`config.mk`:
```
export PLATFORM = sky130hd
export DESIGN_NAME = serial_add_ctrl
export DESIGN_NICKNAME = d
export VERILOG_FILES = /design/src/rtl/serial_add_ctrl_pkg.sv /design/src/rtl/fa.sv /design/src/rtl/serial_add_ctrl.sv
export SDC_FILE = /design/constraint.sdc
export NUM_CORES = 1
export LEC_CHECK = 0
export BUFFER_PORTS_ARGS = -buffer_cell sky130_fd_sc_hd__buf_2
export CELL_PAD_IN_SITES_DETAIL_PLACEMENT = 0
export CELL_PAD_IN_SITES_GLOBAL_PLACEMENT = 1
export CORE_UTILIZATION = 36
export CTS_CLUSTER_SIZE = 12
export DETAILED_ROUTE_END_ITERATION = 7
export PLACE_DENSITY_LB_ADDON = 0.1
export SKIP_CTS_REPAIR_TIMING = 1
export SLEW_MARGIN = 20
export SYNTH_ARGS = -nofsm -noshare
export SYNTH_HDL_FRONTEND = slang
export SYNTH_SLANG_ARGS = --single-unit
```
`constraint.sdc`:
```
create_clock -name clk -period 1.35 [get_ports clk]
set_clock_uncertainty 0.15 [all_clocks]
set_input_delay 0.0675 -clock clk [delete_from_list [all_inputs] [get_ports clk]]
set_output_delay 0.0675 -clock clk [all_outputs]
set_load 0.02 [all_outputs]
```
`src/rtl/serial_add_ctrl_pkg.sv`:
```
// Shared types for the bit-serial adder controller.
package serial_add_ctrl_pkg;

    typedef enum logic [1:0] {
        ST_IDLE = 2'd0,
        ST_RUN  = 2'd1,
        ST_DONE = 2'd2
    } add_state_t;

endpackage

```
`src/rtl/fa.sv`:
```
// One-bit full-adder cell shared by the serial adder datapath.
module fa (
    input  logic a,
    input  logic b,
    input  logic cin,
    output logic sum,
    output logic cout
);

    assign sum  = a ^ b ^ cin;
    assign cout = (a & b) | (a & cin) | (b & cin);

endmodule

```
`src/rtl/serial_add_ctrl.sv`:
```
// Bit-serial adder: walks one fa cell over WIDTH cycles, LSB first, with start/done handshake.
//
// state   | meaning
// IDLE    | waiting for start, ready=1
// RUN     | one operand bit pair added per cycle, busy=1
// DONE    | one-cycle done pulse, sum/cout valid, start accepted back-to-back
module serial_add_ctrl
    import serial_add_ctrl_pkg::*;
#(
    parameter int WIDTH = 8
) (
    input  logic             clk,
    input  logic             rst_n,
    input  logic             start,
    input  logic [WIDTH-1:0] a,
    input  logic [WIDTH-1:0] b,
    input  logic             cin,
    output logic             ready,
    output logic             busy,
    output logic             done,
    output logic [WIDTH-1:0] sum,
    output logic             cout
);

    localparam int CNT_W = $clog2(WIDTH + 1);
    localparam logic [CNT_W-1:0] CNT_LAST = CNT_W'(WIDTH - 1);

    add_state_t       state;
    logic [CNT_W-1:0] cnt;
    logic [WIDTH-1:0] a_sh;
    logic [WIDTH-1:0] b_sh;
    logic [WIDTH-1:0] sum_sh;
    logic [WIDTH-1:0] sum_next;
    logic             carry;
    logic             fa_sum;
    logic             fa_cout;

    fa u_fa (
        .a    (a_sh[0]),
        .b    (b_sh[0]),
        .cin  (carry),
        .sum  (fa_sum),
        .cout (fa_cout)
    );

    // New sum bit enters at the MSB; also correct for WIDTH=1.
    assign sum_next = WIDTH'({fa_sum, sum_sh} >> 1);

    always_ff @(posedge clk) begin
        if (!rst_n) begin
            state  <= ST_IDLE;
            ready  <= 1'b1;
            busy   <= 1'b0;
            done   <= 1'b0;
            sum    <= '0;
            cout   <= 1'b0;
            cnt    <= '0;
            a_sh   <= '0;
            b_sh   <= '0;
            sum_sh <= '0;
            carry  <= 1'b0;
        end else begin
            done <= 1'b0;
            case (state)
                ST_IDLE, ST_DONE: begin
                    if (start) begin
                        a_sh   <= a;
                        b_sh   <= b;
                        carry  <= cin;
                        cnt    <= '0;
                        sum_sh <= '0;
                        state  <= ST_RUN;
                        ready  <= 1'b0;
                        busy   <= 1'b1;
                    end else begin
                        state  <= ST_IDLE;
                        ready  <= 1'b1;
                        busy   <= 1'b0;
                    end
                end
                ST_RUN: begin
                    a_sh   <= a_sh >> 1;
                    b_sh   <= b_sh >> 1;
                    sum_sh <= sum_next;
                    carry  <= fa_cout;
                    cnt    <= cnt + CNT_W'(1);
                    if (cnt == CNT_LAST) begin
                        // Result is registered from the final bit's values, not from sum_sh/carry.
                        sum   <= sum_next;
                        cout  <= fa_cout;
                        done  <= 1'b1;
                        ready <= 1'b1;
                        busy  <= 1'b0;
                        state <= ST_DONE;
                    end
                end
                default: begin
                    state <= ST_IDLE;
                    ready <= 1'b1;
                    busy  <= 1'b0;
                end
            endcase
        end
    end

endmodule
```
== Word-level counts from Yosys, hierarchy flattened ==
Index checks and enable logic that the tools add are counted.

* Output and inout port bits: 12
* Bits in registers: 43
* Input bits: 20
* Word-level logic and storage cells: 50

* Bitwise logic cells: 7
* Reductions and logical operators: 6
* Equal/unequal tests: 5
* Multiplexer cells: 20
* Add/sub/neg operators: 1

{| class="wikitable"
|+ Operators by type and width
! operator !! number
|-
| case mux 8 bit (2 select lines) || 3
|-
| two-way mux 8 bit || 3
|-
| case mux 4 bit (2 select lines) || 1
|-
| two-way mux 1 bit || 7
|-
| case mux 1 bit (2 select lines) || 3
|-
| AND reduction 2 bit || 3
|-
| adder 4 x 1 -> 4 bit (second input constant) || 1
|-
| == test 4 x 3 -> 1 bit (second input constant) || 1
|-
| two-way mux 4 bit || 1
|-
| != test 2 bit (second input constant) || 2
|-
| case mux 2 bit (2 select lines) || 1
|-
| bitwise AND 1 bit || 3
|-
| == test 2 x 1 -> 1 bit (second input constant) || 1
|-
| == test 2 bit (second input constant) || 1
|-
| logical NOT 2 bit || 1
|-
| two-way mux 2 bit || 1
|-
| OR 1 bit || 2
|-
| nonzero test 2 bit || 1
|-
| OR reduction 2 bit || 1
|-
| XOR 1 bit || 2
|}

== Longest topological paths before layout ==
* Word-level depth: 4
* Gate-level depth with buffers: 5
* Gate-level depth less buffers: 4

== Modules after synthesis ==
Synthesis repeated with hierarchy kept, for this count alone.

* Cells, all modules: 187
* Area, all modules: 1740.4 um^2

{| class="wikitable"
|+ Modules (own cells, without submodules)
! module !! times used !! area an instance (um^2) !! cells an instance !! seq. area each (um^2)
|-
| serial_add_ctrl || 1 || 1720.4 || 186 || 820.8
|-
| fa || 1 || 20.0 || 1 || 0.0
|}

== Least setup slack after synthesis ==
No wires, ideal clock.

* Path kind: reg2reg
* Start point: register state[0]
* End point: register a_sh[2]
* Period minus slack after synthesis: 1.364 ns
* Stages on the path, launching flop included: 6
* Required time: 1.068 ns
* Library setup time: 0.132 ns
* Slack: -0.014 ns
* Arrival time: 1.081 ns
* Path buffers: 2
* Cell sequence: dfxtp_1 > nor2b_1 > buf_4 > buf_4 > a22oi_1 > a21oi_1

* Word-level cells in the longest chain between the ends: 4
* Elaborated cells on any way between the ends: 8
* Those cells by class: 3 x eq/ne; 1 x mux; 4 x reduce/logical

{| class="wikitable"
|+ RTL lines
! what !! RTL line !! text
|-
| start: declaration || serial_add_ctrl.sv:28 || <nowiki>add_state_t state;</nowiki>
|-
| start signal: assignment || serial_add_ctrl.sv:51 || <nowiki>state <= ST_IDLE;</nowiki>
|-
| start signal: assignment || serial_add_ctrl.sv:72 || <nowiki>state <= ST_RUN;</nowiki>
|-
| start signal: assignment || serial_add_ctrl.sv:76 || <nowiki>state <= ST_IDLE;</nowiki>
|-
| == test 2 bit or logical NOT 2 bit (tied branches) || serial_add_ctrl.sv:64 || <nowiki>case (state)</nowiki>
|-
| OR reduction 2 bit || serial_add_ctrl.sv:64 ||
|-
| != test 2 bit (no source line) or nonzero test 2 bit (tied branches) || - ||
|-
| AND reduction 2 bit (no source line) || - ||
|-
| end signal: assignment || serial_add_ctrl.sv:82 || <nowiki>a_sh <= a_sh >> 1;</nowiki>
|-
| end: declaration || serial_add_ctrl.sv:30 || <nowiki>logic [WIDTH-1:0] a_sh;</nowiki>
|}

Parallel ways exist; a longest one is shown, timed or not.
A chain may end at the register's enable or synchronous reset.

== Final worst setup path ==
* Start point: register cnt[1]
* End point: register sum[7]

* Word-level cells in the longest chain between the ends: 2

{| class="wikitable"
|+ RTL lines
! what !! RTL line !! text
|-
| start: declaration || serial_add_ctrl.sv:29 || <nowiki>logic [CNT_W-1:0] cnt;</nowiki>
|-
| start signal: assignment || serial_add_ctrl.sv:86 || <nowiki>cnt <= cnt + CNT_W'(1);</nowiki>
|-
| == test 4 x 3 -> 1 bit || serial_add_ctrl.sv:87 || <nowiki>if (cnt == CNT_LAST) begin</nowiki>
|-
| AND reduction 2 bit (no source line) || - ||
|-
| end signal: assignment || serial_add_ctrl.sv:89 || <nowiki>sum <= sum_next;</nowiki>
|-
| end: declaration || serial_add_ctrl.sv:21 || <nowiki>output logic [WIDTH-1:0] sum,</nowiki>
|}

No other way between the ends.

==> results_dict.tcl <==
set metrics [dict create \
    synth_nets 209 \
    max_freq_mhz 771 \
    core-area_sq_mm 0.00441 \
    n_antenna_cell 0 \
    worst_pin_slew_ns 0.215 \
    clk_path_buf_depth 2 \
    synth_seq_area_share_pct 48.9 \
    grt_pass1_vias 1366 \
    route.detailed.drc 0 \
    antenna_found_initial 0 \
    ir_drop_mv 0.701 \
    required_ns 1.38 \
    hold_viol_final 0 \
    finish.net_count 264 \
    drtAntennaViolNets 0 \
    cts_root_buffer "clkbuf_8" \
    cp_top_family "flip-flops" \
    setup_slack_ns 0.0524 \
    drt-vias-per-instance 5.25 \
    postRouteWirelength_microns 3870 \
    fin_crit_ns 1.30 \
    syn_to_final_growth_pct 34.1 \
    die_area_sq_mm 0.00494 \
    slew-limit-headroom_pct 85.7 \
    die_w_microns 70.3 \
    cap_violations 0 \
    clock-sinks 41 \
    dp_cells 268 \
    h-tree-depth 2 \
    layout_common_cells "a21oi_1 (37), dfxtp_1 (37), nand3_1 (36), buf_2 (31), dlygate4sd3_1 (18)" \
    fin_util_pct 51.0 \
    initial_core_util_pct 38.0 \
    gp_congestion 0.673 \
    drive_above_1_share_pct 27.3 \
    syn-cell-area_sq_mm 0.00168 \
    path_class "reg2reg" \
    cts.reportedPaths.clkPinSlew_ns 0.08 \
    hold_path_class "in2reg" \
    io_buffers 31 \
    ios 32 \
    p_leak_nw 0.882 \
    endpoint_kind "flop" \
    tns_ns 0 \
    yosysTopAreaCellShare_pct 48.9 \
    grt.total_usage_pct 15.6 \
    ys_warn_count 0 \
    synth_area_leaders "dfxtp_1 (49%), a21oi_1 (11%), nand3_1 (11%)" \
    fin_cells 294 \
    cp_max_fo 10 \
    die_h_microns 70.3 \
    final-max-slew-violation-count 0 \
    rsz0062_at_grt "yes" \
    firstDrtPassIters 4 \
    grt_max_degree 30 \
    synth_cell_types 26 \
    syn_area_per_cell_sq_um 8.97 \
    period_share_pct 96.1 \
    cts_tree "yes" \
    dp_hpwl_microns 2510 \
    cp_num_buf_inv 1 \
    synth_top_area_cell "dfxtp_1" \
    num_vias 1544 \
    overflow 0 \
    insertion_delay_ns 0.29 \
    cp_slowest_cell "dfxtp_2" \
    pre_cts_ws_ns -0.0754 \
    cpPeakStageDelay_ns 0.36 \
    drt-initial-drc-count 39 \
    rows 24 \
    powerDensity_mw_per_mm2 1150 \
    outcome "finished, final reports clean" \
    routedWlPerCell_microns 13.2 \
    place_area_sq_mm 0.00193 \
    critPathArrivalTime_ns 1.33 \
    synth-seq-cells 41 \
    cp_cell_sequence "ha_4 -> nand3b_1 -> buf_4 -> o21ai_0 -> a21oi_1" \
    setup_violations 0 \
    startpoint_type "flop" \
    syn_inst 187 \
    numCtsBuffers 5 \
    grt_pass1_wl_microns 6110 \
    final_area_sq_mm 0.00225 \
]
## Yosys cell counts
master,count
o21ai_0,10
mux2_4,1
buf_2,3
ha_1,1
and3b_1,1
and2b_1,1
buf_4,6
nor2_1,1
nand3b_1,1
nand2b_2,1
inv_1,1
fa_1,1
buf_1,1
nand3_1,36
buf_6,5
nand2b_1,3
a211oi_2,1
clkbuf_1,4
a22oi_1,15
mux2i_1,1
nor2b_1,1
nand2_1,10
a21oi_1,37
nand4_1,1
nor3_1,3
dfxtp_1,41
## power breakdown
part | internal, mW | switching [mW]
clock | 0.538 | 0.416
sequential | 1.26 | 0.0284
combinational | 0.164 | 0.176
## cell families (layout without fill, tap and decap cells)
group                    count (synthesis)  after routing  synth area share (%)
AO/OA/AOI/OAI                           63             63                  21.5
AND/OR/NAND/NOR                         59             60                  17.9
flip-flops                              41             41                  48.9
buffers and inverters                   20             74                  8.28
adder cells (fa/ha/maj)                  2              2                  1.94
multiplexers                             2              2                  1.49
## cell type report
class | count | area, sq um
Multi-Input combinational cell | 127 | 751
Timing Repair Buffer | 66 | 500
Sequential cell | 41 | 826
Inverter | 1 | 3.75
Clock inverter | 2 | 35.0
Fill cell | 425 | 2160
Tap cell | 52 | 65.1
Clock buffer | 5 | 68.8
## stage by stage
stage          hold slack, ns  power [mW]
2_1_floorplan        -0.00627        1.51
3_3_place_gp            0.137        1.60
3_5_place_dp            0.137        1.61
4_1_cts                -0.169        2.56
5_1_grt                 0.191        2.69
6_report                0.167        2.58
## per-layer routing
metal / wire (microns) / GRT usage (%) / vias up
met5: 0 / 0 / -
met3: 157 / 5.05 / 6
met4: 46 / 5.33 / 0
met2: 1940 / 28.5 / 28
met1: 1730 / 16.8 / 729
li1: - / - / 781
## worst paths after layout
check | endpoint | slack [ns] | start | cells past startpoint
min | carry$_SDFFE_PN0P_ | 0.17 | start | 5
min reg2reg | b_sh[1]$_SDFFE_PN0P_ | 0.32 | b_sh[1]$_SDFFE_PN0P_ | 2
max reg2reg | sum[7]$_SDFFE_PN0P_ | 0.05 | cnt[1]$_SDFFE_PN0P_ | 5
max | sum[7]$_SDFFE_PN0P_ | 0.05 | cnt[1]$_SDFFE_PN0P_ | 5
## flip-flops by register name (all words and copies together), names as in the netlist
name,count
sum_sh,7
state,2
done,1
sum,8
cnt,4
ready,1
a_sh,8
b_sh,8
carry,1
cout,1
## worst min-delay path: cells and delay by family
kind / cells / cell delay, ns
buffers and inverters: 2 / 0.26
AND/OR/NAND/NOR: 2 / 0.18
AO/OA/AOI/OAI: 1 / 0.05
No activity file was read; power rests on OpenSTA's default activity.
